===== src/rtl/seq_detect_ctrl.sv =====
// Run-controlled serial pattern detector: programmable pattern/length/overlap,
// match target with saturating counter, and a no-match timeout.
module seq_detect_ctrl #(
  parameter int MAX_LEN = 8,
  parameter int LEN_W   = 4,
  parameter int CNT_W   = 8,
  parameter int TO_W    = 16
) (
  input  logic               clk,
  input  logic               reset,
  input  logic               cfg_we,
  input  logic [MAX_LEN-1:0] cfg_pattern,
  input  logic [LEN_W-1:0]   cfg_len,
  input  logic               cfg_overlap,
  input  logic [CNT_W-1:0]   cfg_target,
  input  logic [TO_W-1:0]    cfg_timeout,
  input  logic               start,
  input  logic               abort,
  input  logic               in_valid,
  input  logic               in_bit,
  output logic               busy,
  output logic               match_pulse,
  output logic [CNT_W-1:0]   match_count,
  output logic               done,
  output logic               timed_out,
  output logic               cfg_err
);

  typedef enum logic [1:0] {
    IDLE    = 2'd0,
    HUNT    = 2'd1,
    DONE    = 2'd2,
    TIMEOUT = 2'd3
  } state_e;

  localparam logic [MAX_LEN-1:0] PATTERN_RST = MAX_LEN'(7);
  localparam logic [LEN_W-1:0]   LEN_RST     = LEN_W'(3);
  localparam logic [LEN_W-1:0]   LEN_MAX     = LEN_W'(MAX_LEN);
  localparam logic [CNT_W-1:0]   TARGET_RST  = CNT_W'(1);

  state_e             state_q, state_d;
  logic [MAX_LEN-1:0] pattern_q, pattern_d;
  logic [LEN_W-1:0]   len_q, len_d;
  logic               overlap_q, overlap_d;
  logic [CNT_W-1:0]   target_q, target_d;
  logic [TO_W-1:0]    timeout_q, timeout_d;

  logic [MAX_LEN-1:0] hist_q, hist_d;
  logic [LEN_W-1:0]   fill_q, fill_d;
  logic [TO_W-1:0]    to_cnt_q, to_cnt_d;
  logic [CNT_W-1:0]   count_q, count_d;

  logic               busy_q, busy_d;
  logic               match_pulse_q, match_pulse_d;
  logic               done_q, done_d;
  logic               timed_out_q, timed_out_d;
  logic               cfg_err_q, cfg_err_d;

  logic [MAX_LEN-1:0] hist_shift;
  logic [MAX_LEN-1:0] len_mask;
  logic [LEN_W-1:0]   fill_inc;
  logic [CNT_W-1:0]   count_inc;
  logic               len_ok;
  logic               hit;
  logic               to_expire;

  // NOTE: every always_comb target gets a default first so no path can infer a latch.
  always_comb begin
    hist_shift = {hist_q[MAX_LEN-2:0], in_bit};
    fill_inc   = (fill_q >= LEN_MAX) ? fill_q : fill_q + 1'b1;
    count_inc  = (&count_q) ? count_q : count_q + 1'b1;
    len_ok     = (cfg_len != '0) && (cfg_len <= LEN_MAX);
    to_expire  = (timeout_q != '0) && (to_cnt_q == timeout_q - 1'b1);

    len_mask = '0;
    for (int i = 0; i < MAX_LEN; i++) begin
      len_mask[i] = (i < int'(len_q));
    end

    // Match is judged on the post-shift history of this beat.
    hit = (state_q == HUNT) && in_valid && (fill_inc >= len_q) &&
          (((hist_shift ^ pattern_q) & len_mask) == '0);
  end

  always_comb begin
    state_d       = state_q;
    pattern_d     = pattern_q;
    len_d         = len_q;
    overlap_d     = overlap_q;
    target_d      = target_q;
    timeout_d     = timeout_q;
    hist_d        = hist_q;
    fill_d        = fill_q;
    to_cnt_d      = to_cnt_q;
    count_d       = count_q;
    match_pulse_d = 1'b0;
    cfg_err_d     = 1'b0;

    if (cfg_we) begin
      if ((state_q != HUNT) && len_ok) begin
        pattern_d = cfg_pattern;
        len_d     = cfg_len;
        overlap_d = cfg_overlap;
        target_d  = cfg_target;
        timeout_d = cfg_timeout;
      end else begin
        cfg_err_d = 1'b1;
      end
    end

    if (abort) begin
      state_d = IDLE;
      hist_d  = '0;
      fill_d  = '0;
    end else begin
      unique case (state_q)
        IDLE, DONE, TIMEOUT: begin
          if (start) begin
            state_d  = HUNT;
            count_d  = '0;
            hist_d   = '0;
            fill_d   = '0;
            to_cnt_d = '0;
          end
        end
        HUNT: begin
          to_cnt_d = to_cnt_q + 1'b1;
          if (in_valid) begin
            hist_d = hist_shift;
            fill_d = fill_inc;
          end
          if (hit) begin
            match_pulse_d = 1'b1;
            count_d       = count_inc;
            to_cnt_d      = '0;
            if (!overlap_q) fill_d = '0;
            if ((target_q != '0) && (count_inc == target_q)) state_d = DONE;
          end else if (to_expire) begin
            state_d = TIMEOUT;
          end
        end
        default: state_d = IDLE;
      endcase
    end

    busy_d      = (state_d == HUNT);
    done_d      = (state_d == DONE);
    timed_out_d = (state_d == TIMEOUT);
  end

  // NOTE: sequential state uses non-blocking assignments only, so every register samples pre-edge values.
  always_ff @(posedge clk) begin
    if (reset) begin
      state_q       <= IDLE;
      pattern_q     <= PATTERN_RST;
      len_q         <= LEN_RST;
      overlap_q     <= 1'b0;
      target_q      <= TARGET_RST;
      timeout_q     <= '0;
      hist_q        <= '0;
      fill_q        <= '0;
      to_cnt_q      <= '0;
      count_q       <= '0;
      busy_q        <= 1'b0;
      match_pulse_q <= 1'b0;
      done_q        <= 1'b0;
      timed_out_q   <= 1'b0;
      cfg_err_q     <= 1'b0;
    end else begin
      state_q       <= state_d;
      pattern_q     <= pattern_d;
      len_q         <= len_d;
      overlap_q     <= overlap_d;
      target_q      <= target_d;
      timeout_q     <= timeout_d;
      hist_q        <= hist_d;
      fill_q        <= fill_d;
      to_cnt_q      <= to_cnt_d;
      count_q       <= count_d;
      busy_q        <= busy_d;
      match_pulse_q <= match_pulse_d;
      done_q        <= done_d;
      timed_out_q   <= timed_out_d;
      cfg_err_q     <= cfg_err_d;
    end
  end

  assign busy        = busy_q;
  assign match_pulse = match_pulse_q;
  assign match_count = count_q;
  assign done        = done_q;
  assign timed_out   = timed_out_q;
  assign cfg_err     = cfg_err_q;

endmodule


===== config.mk =====
export PLATFORM = sky130hd
export DESIGN_NAME = seq_detect_ctrl
export DESIGN_NICKNAME = d
export VERILOG_FILES = /design/src/rtl/seq_detect_ctrl.sv
export SDC_FILE = /design/constraint.sdc
export NUM_CORES = 1
export LEC_CHECK = 0
export ABC_AREA = 1
export BUFFER_PORTS_ARGS = -buffer_cell sky130_fd_sc_hd__buf_2
export CAP_MARGIN = 20
export CORE_ASPECT_RATIO = 2
export CORE_MARGIN = 3
export CORE_UTILIZATION = 61
export CTS_CLUSTER_SIZE = 30
export DETAILED_ROUTE_END_ITERATION = 10
export PLACE_DENSITY_LB_ADDON = 0.1
export RECOVER_POWER = 100
export SETUP_SLACK_MARGIN = 0.3
export SLEW_MARGIN = 20
export SYNTH_ARGS = -nofsm -noshare
export SYNTH_HDL_FRONTEND = slang
export SYNTH_SLANG_ARGS = --single-unit

===== constraint.sdc =====
create_clock -name clk -period 4.03 [get_ports clk]
set_input_delay 0.2015 -clock clk [delete_from_list [all_inputs] [get_ports clk]]
set_output_delay 0.2015 -clock clk [all_outputs]
set_load 0.05 [all_outputs]

==> key figures, run 1 <==
GRT
  • Grt ovf: 0
  • Vias in the first global route: 4602
  • Initial antenna violation count: 0
  • Total global routing track utilization: a little under a third
  • First-pass GRT wire length: 19900 µm
  • Largest net degree at the start of global routing: 33

Hold path
  • Hold EP: pattern_q[2]
  • Cells on Worst Hold Path: 3
  • Startpoint of the worst hold path: cfg_pattern[2]
  • Hold Path Class: in -> reg

Detailed routing
  • DRT iter0 DRCs: 207
  • Vias/cell: 5.55
  • DRC Markers: 0
  • Vias: 4585
  • ANT nets after route: 0
  • DRT Pass-1 Iters: 5
  • Drt wl/cell: 14.7 µm
  • Detailed-route wire length: 12100 µm

STA
  • Fmax: 303 MHz
  • Minimum clock period: 3.30 ns
  • Final TNS setup: 0 ns
  • Hold_ws: 0.0606 ns
  • Worst Skew: 0.00302 ns
  • RSZ-0062 raised after global routing: false
  • Final Setup Violations: 0
  • Fin. max-slew vios: 0
  • Worst slew pin tran: between 1 and 1.5 ns
  • Rel. slew slack: 14.7%
  • Final hold vios: 0
  • Final worst-path cycle share: 82.0%

Die
  • Initial core utilization: 63.2%
  • Core area: 6940 µm²
  • Die height: around 130 µm
  • Row cnt: 43
  • I/O pin total: 57
  • Die footprint: 8300 µm²
  • Die span in x: between 60 and 70 µm

Placed design
  • Port Buffer Count: 56
  • Post-DP HPWL: between 9000 and 10000 µm
  • GPL Wtd Cong: 0.982
  • Dpl cell area: 4750 µm²

Clock network
  • Setup Buffers After CTS: 0
  • H-tree Lvls: 3
  • Clock root buffer: clkbuf_16
  • Resize count post-CTS: 0
  • CTS clock-pin slew for the worst setup and hold paths: ~0.060 ns
  • Hold_buf cts: 0
  • Cts bufs inserted: 9
  • Deepest clock path buffer count: 2
  • Clk_lat worst skew: 0.34 ns
  • CTS tree: yes
  • Clk sinks: 79

Critical path
  • CP max FO: 22
  • Worst R2R End: to_cnt_q[1]
  • CP Class: reg -> reg
  • CP arrival: 3.54 ns
  • RR Startpoint: fill_q[0]
  • Crit. End Element: register
  • R2r setup slk: 0.73 ns
  • Worst path required time: 4.27 ns
  • Reg2reg path depth: 16
  • Crit path launch type: register

Yosys
  • Cells after synthesis: a little under 700
  • Post-synthesis cell type count: 35
  • Syn_nets: 727
  • Sequential area share after synthesis: 36.1%
  • Avg Inst Size Synth: about 6.5 µm²
  • Synthesized area: approximately 4400 µm²
  • #FFs+latches synth: 79
  • Synth warn: 0

Pwr
  • Leakage power: 2.30 nW
  • Combinational power share: 13.7%
  • Reg power frac: 41.0%
  • P_int: 1.52 mW
  • PwrDens: roughly 400 nW/µm²
  • Sw Share: 25.8%
  • NetSw: about 530 µW
  • Pwr Total: 2.04 mW
  • Clock network fraction of total power: a little under half
  • Worst VDD drop: 0.306 mV

Final layout
  • Fillers: 571
  • Commonest cells after routing, fill and taps aside: nand2_1, inv_1, dfxtp_1
  • Layout cells sized above 1: 10.6%
  • Final Net Count: 784
  • P&R area growth vs syn: 15.2%
  • Final Instance Area: 5050 µm²
  • Most common cell after layout, fill and taps aside: nand2_1
  • N_diodes: 0
  • Final core occ: 72.7%

Run status
  • Status: finished clean

Job
  • Max-Cap Viols: 0
[power by group through the flow]
stage	sequential [mW]	combinational, mW	clock [mW]
3_3_place_gp	0.853	0.268	0
4_1_cts	0.837	0.280	0.926
2_1_floorplan	0.851	0.194	0
3_5_place_dp	0.854	0.276	0
5_1_grt	0.841	0.318	0.955
6_report	0.838	0.280	0.927
[cells in the mapped netlist]
cell,n,area share [%]
nand2_2,5,0.71
dfxtp_1,79,36
inv_1,94,8.0
nand3_2,2,0.46
inv_2,4,0.34
nor2_1,78,6.7
nor2_4,2,0.51
o211ai_1,1,0.17
o22ai_1,11,1.6
nor3b_1,2,0.34
nor3_1,5,0.57
a21boi_0,1,0.17
nand3b_1,3,0.51
inv_4,1,0.14
nand2_1,174,15
xnor2_1,4,0.80
a21oi_4,1,0.37
or2_2,2,0.29
clkbuf_1,11,0.94
a211oi_1,4,0.68
a21oi_1,43,4.9
nor3_2,1,0.23
xor2_1,19,3.8
o21ai_0,39,4.5
o21ai_1,1,0.11
buf_2,2,0.23
nor4_1,1,0.14
nor2_2,5,0.71
ha_1,9,2.6
nand4_1,8,1.1
clkinv_1,2,0.17
nand3_1,54,6.2
o21bai_1,3,0.51
o21ai_2,2,0.40
a22oi_1,1,0.17
[cell type report]
| type | count | area, µm² | area share, % |
|---|---|---|---|
| Multi-Input combinational cell | 481 | 2350 | 46.5 |
| Sequential cell | 79 | 1580 | 31.3 |
| Inverter | 101 | 382 | 7.56 |
| Clock buffer | 14 | 284 | 5.63 |
| Timing Repair Buffer | 59 | 279 | 5.53 |
| Tap cell | 90 | 113 | 2.23 |
| Clock inverter | 2 | 60.1 | 1.19 |
[logic make-up (layout without fill, tap and decap cells)]
group                    after synthesis  in the layout  share of synthesized area (%)
AND/OR/NAND/NOR                      342            342                           33.4
buffers and inverters                114            176                           9.87
AO/OA/AOI/OAI                        107            107                           13.5
flip-flops                            79             79                           36.1
XOR/XNOR                              23             23                           4.59
adder cells (fa/ha/maj)                9              9                           2.57
[worst max-delay path: stages, from the launching register on]
cell,delay [ns]
dfxtp_1,0.38
inv_1,0.07
ha_1,0.30
nand2_1,0.07
o21ai_0,0.12
ha_1,0.32
inv_1,0.08
o21bai_1,0.07
nand2_1,0.07
nand3_1,0.06
nand2_1,0.07
inv_1,0.04
nand3_1,0.19
inv_1,0.09
o21ai_0,0.34
nand2_1,0.57
a211oi_1,0.34
[sequential cells by signal (all words and copies together), names as in the netlist, 2 cells and up]
name,flops
fill_q,4
hist_q,7
len_q,4
match_count,8
pattern_q,8
state_q,2
target_q,8
timeout_q,16
to_cnt_q,16
[stage by stage]
step | setup slack, ns | instances
floorplan | 1.81 | 674
global placement | 1.31 | 810
detailed placement | 1.12 | 810
CTS | 1.07 | 826
global route | 0.450 | 826
finish | 0.726 | 826
[routing by layer]
| layer | routed length (µm) | track usage [%] | share of wire (%) |
|---|---|---|---|
| met1 | 4080 | 27.6 | 34 |
| met2 | 6840 | 58.6 | 56 |
| met3 | 493 | 5.08 | 4.1 |
| met4 | 726 | 21.3 | 6.0 |
| met5 | 0 | 0 | 0 |
[how the worst max path moves through the flow]
stage | startpoint | to | slack (ns) | cells past startpoint
6_report | fill_q[0] | to_cnt_q[1] | 0.73 | 16
5_1_grt | fill_q[0] | to_cnt_q[8] | 0.45 | 16
4_1_cts | fill_q[0] | match_count[6] | 1.07 | 16
3_5_place_dp | fill_q[0] | match_count[6] | 1.12 | 16
3_3_place_gp | fill_q[0] | match_count[6] | 1.31 | 16
2_1_floorplan | fill_q[0] | match_count[7] | 1.81 | 17
Note: power is estimated with default switching activity, not from simulation.
==> inputs of run 2 (changes only) <==
CORE_UTILIZATION = 52   (was 61)
clock period = 2.93 ns   (was 4.03 ns; I/O delays follow)
==> run 2 against run 1 <==
Cell area is 2.8% higher. Global-route usage is 4.3 points lower. Critical path depth is 2 higher. Worst hold slack worse by 0.033 ns. Sequential power is 37% higher. Largest power group unchanged. Combinational power is 48% higher. Via count is 2.7% lower. Setup slack worse by 0.28 ns. Power is 38% higher. First-iteration DRC count is 24% higher. Final cell count is 1.3% higher. Non-clock buffer count is 7 higher.
==> key figures, run 2 (synthesis results as in run 1) <==
STA
  • RSZ-0062 raised after global routing: true (was false)
  • Fin. max-slew vios: 0 (unchanged)
  • Final hold vios: 0 (unchanged)
  • Final Setup Violations: 0 (unchanged)
  • Final worst-path cycle share: 84.8% (was 82.0%)
  • Minimum clock period: 2.49 ns (was 3.30 ns)
  • Worst Skew: 0.00680 ns (was 0.00302 ns)
  • Fmax: 402 MHz (was 303 MHz)
  • Hold_ws: 0.0275 ns (was 0.0606 ns)
  • Final TNS setup: 0 ns (unchanged)
  • Worst slew pin tran: 1.23 ns (was 1.28 ns)
  • Rel. slew slack: 16.9% (was 14.7%)

GRT
  • Largest net degree at the start of global routing: 47 (was 33)
  • Total global routing track utilization: 26.5% (was 30.8%)
  • Initial antenna violation count: 0 (unchanged)
  • Grt ovf: 0 (unchanged)
  • Vias in the first global route: 4315 (was 4602)
  • First-pass GRT wire length: 19800 µm (was 19900 µm)

Detailed routing
  • Detailed-route wire length: 12600 µm (was 12100 µm)
  • DRT Pass-1 Iters: 4 (was 5)
  • ANT nets after route: 0 (unchanged)
  • Vias/cell: 5.33 (was 5.55)
  • Drt wl/cell: 15.1 µm (was 14.7 µm)
  • DRC Markers: 0 (unchanged)
  • DRT iter0 DRCs: 256 (was 207)
  • Vias: 4460 (was 4585)

Final layout
  • P&R area growth vs syn: 18.4% (was 15.2%)
  • Layout cells sized above 1: 12.3% (was 10.6%)
  • Fillers: 741 (was 571)
  • Commonest cells after routing, fill and taps aside: nand2_1, inv_1, nor2_1, dfxtp_1, nand3_1 (was nand2_1, inv_1, dfxtp_1)
  • Final Net Count: 791 (was 784)
  • Final core occ: 64.4% (was 72.7%)
  • N_diodes: 0 (unchanged)
  • Most common cell after layout, fill and taps aside: nand2_1 (unchanged)
  • Biggest regs: timeout_q x16, to_cnt_q x16 (unchanged)

Clock network
  • CTS tree: yes (unchanged)
  • Deepest clock path buffer count: 2 (unchanged)
  • Cts bufs inserted: 9 (unchanged)
  • Clk sinks: 79 (unchanged)
  • CTS clock-pin slew for the worst setup and hold paths: 0.06 ns (about the same)
  • Clock root buffer: clkbuf_16 (unchanged)
  • Hold_buf cts: 0 (unchanged)
  • Clk_lat worst skew: 0.33 ns (was 0.34 ns)
  • H-tree Lvls: 3 (unchanged)

Die
  • I/O pin total: 57 (unchanged)
  • Die footprint: 9640 µm² (was 8300 µm²)
  • Die height: 136 µm (was 126 µm)
  • Initial core utilization: 54.4% (was 63.2%)
  • Row cnt: 46 (was 43)
  • Core area: 8060 µm² (was 6940 µm²)
  • Die span in x: 70.9 µm (was 65.9 µm)

Critical path
  • Crit-path cells: inv_1 -> ha_1 -> nand2_1 -> o21ai_0 -> ha_1 -> inv_1 -> o21bai_1 -> nand2_1 -> nand3_1 -> nand2_1 -> inv_1 -> nand3_4 -> inv_1 -> o21ai_4 -> clkbuf_4 -> clkbuf_4 -> nand2_1 -> a21oi_1 (was inv_1 -> ha_1 -> nand2_1 -> o21ai_0 -> ha_1 -> inv_1 -> o21bai_1 -> nand2_1 -> nand3_1 -> nand2_1 -> inv_1 -> nand3_1 -> inv_1 -> o21ai_0 -> nand2_1 -> a211oi_1)
  • CP arrival: 2.69 ns (was 3.54 ns)
  • Worst path required time: 3.13 ns (was 4.27 ns)
  • Crit path largest cell delay: 0.36 ns (was 0.57 ns)
  • Slowest CP cell: dfxtp_2 (was nand2_1)
  • Crit path launch type: register (unchanged)
  • Crit. End Element: register (unchanged)
  • CP max FO: 6 (was 22)
  • CP Class: reg -> reg (unchanged)

Placed design
  • Post-DP HPWL: 9740 µm (was 9080 µm)
  • GPL Wtd Cong: 0.941 (was 0.982)
  • Port Buffer Count: 56 (unchanged)

Pwr
  • PwrDens: 544 nW/µm² (was 405 nW/µm²)
  • Pwr Total: 2.83 mW (was 2.04 mW)
  • Leakage power: 2.35 nW (was 2.30 nW)
  • Worst VDD drop: 0.562 mV (was 0.306 mV)

Hold path
  • Hold Path Class: in -> reg (unchanged)

Job
  • Max-Cap Viols: 0 (unchanged)

Run status
  • Status: finished clean (unchanged)
-- run 2: cell types whose count changed in the layout (fill, tap and decap cells not counted), sizes merged --
cell | previous run | this run
clkbuf | 29 | 30
buf | 44 | 46
clkinv | 3 | 4
bufinv | 2 | 3
-- run 2: per-layer routing --
metal  vias to the layer above  wire [µm]  global-route usage [%]
met3                        41        374                    3.77
met4                         0        584                    14.5
met2                       110       7500                    54.6
li1                       2272          -                       -
met1                      2037       4190                    23.1
met5                         -          0                       0
-- run 2: area by class of cell --
type / count / area, µm² / share of cell area (%)
Clock buffer: 10 / 239 / 4.60
Timing Repair Buffer: 66 / 377 / 7.25
Inverter: 101 / 382 / 7.35
Sequential cell: 79 / 1580 / 30.5
Clock inverter: 4 / 95.1 / 1.83
Multi-Input combinational cell: 481 / 2400 / 46.2
Tap cell: 96 / 120 / 2.31
-- run 2: path summary, 6_finish.rpt --
path	from	to	slack [ns]	cells past startpoint
worst max-delay path	fill_q[0]	match_count[0]	0.44	18
worst min-delay path	cfg_pattern[0]	pattern_q[0]	0.03	3
worst max register to register	fill_q[0]	match_count[0]	0.44	18
worst min register to register	pattern_q[3]	pattern_q[3]	0.47	2
-- run 2: per-stage QoR --
stage	setup WS, ns	cell area [µm²]	cells
2_1_floorplan	0.712	4380	674
3_3_place_gp	0.472	4780	819
3_5_place_dp	0.374	4780	819
4_1_cts	0.362	5110	833
5_1_grt	0.201	5190	837
6_report	0.445	5190	837
-- run 2: critical path, delay by kind of cell (launching register included) --
family	cells	cell delay, ns
buffers and inverters	6	0.62
and+or+nand+nor	6	0.40
AOI/OAI and AO/OA	4	0.38
DFF	1	0.36
adders and majority gates	2	0.60
-- run 2: report_power, final --
part,internal (mW),switching [mW]
logic,0.146,0.268
clock network,0.844,0.416
registers,1.12,0.0354
-- run 2: timing repair --
item,4_1_cts,5_1_grt
resized for setup,0,14
setup buffers,0,2
endpoints found under the setup margin,0,29
hold endpoints to repair,0,0
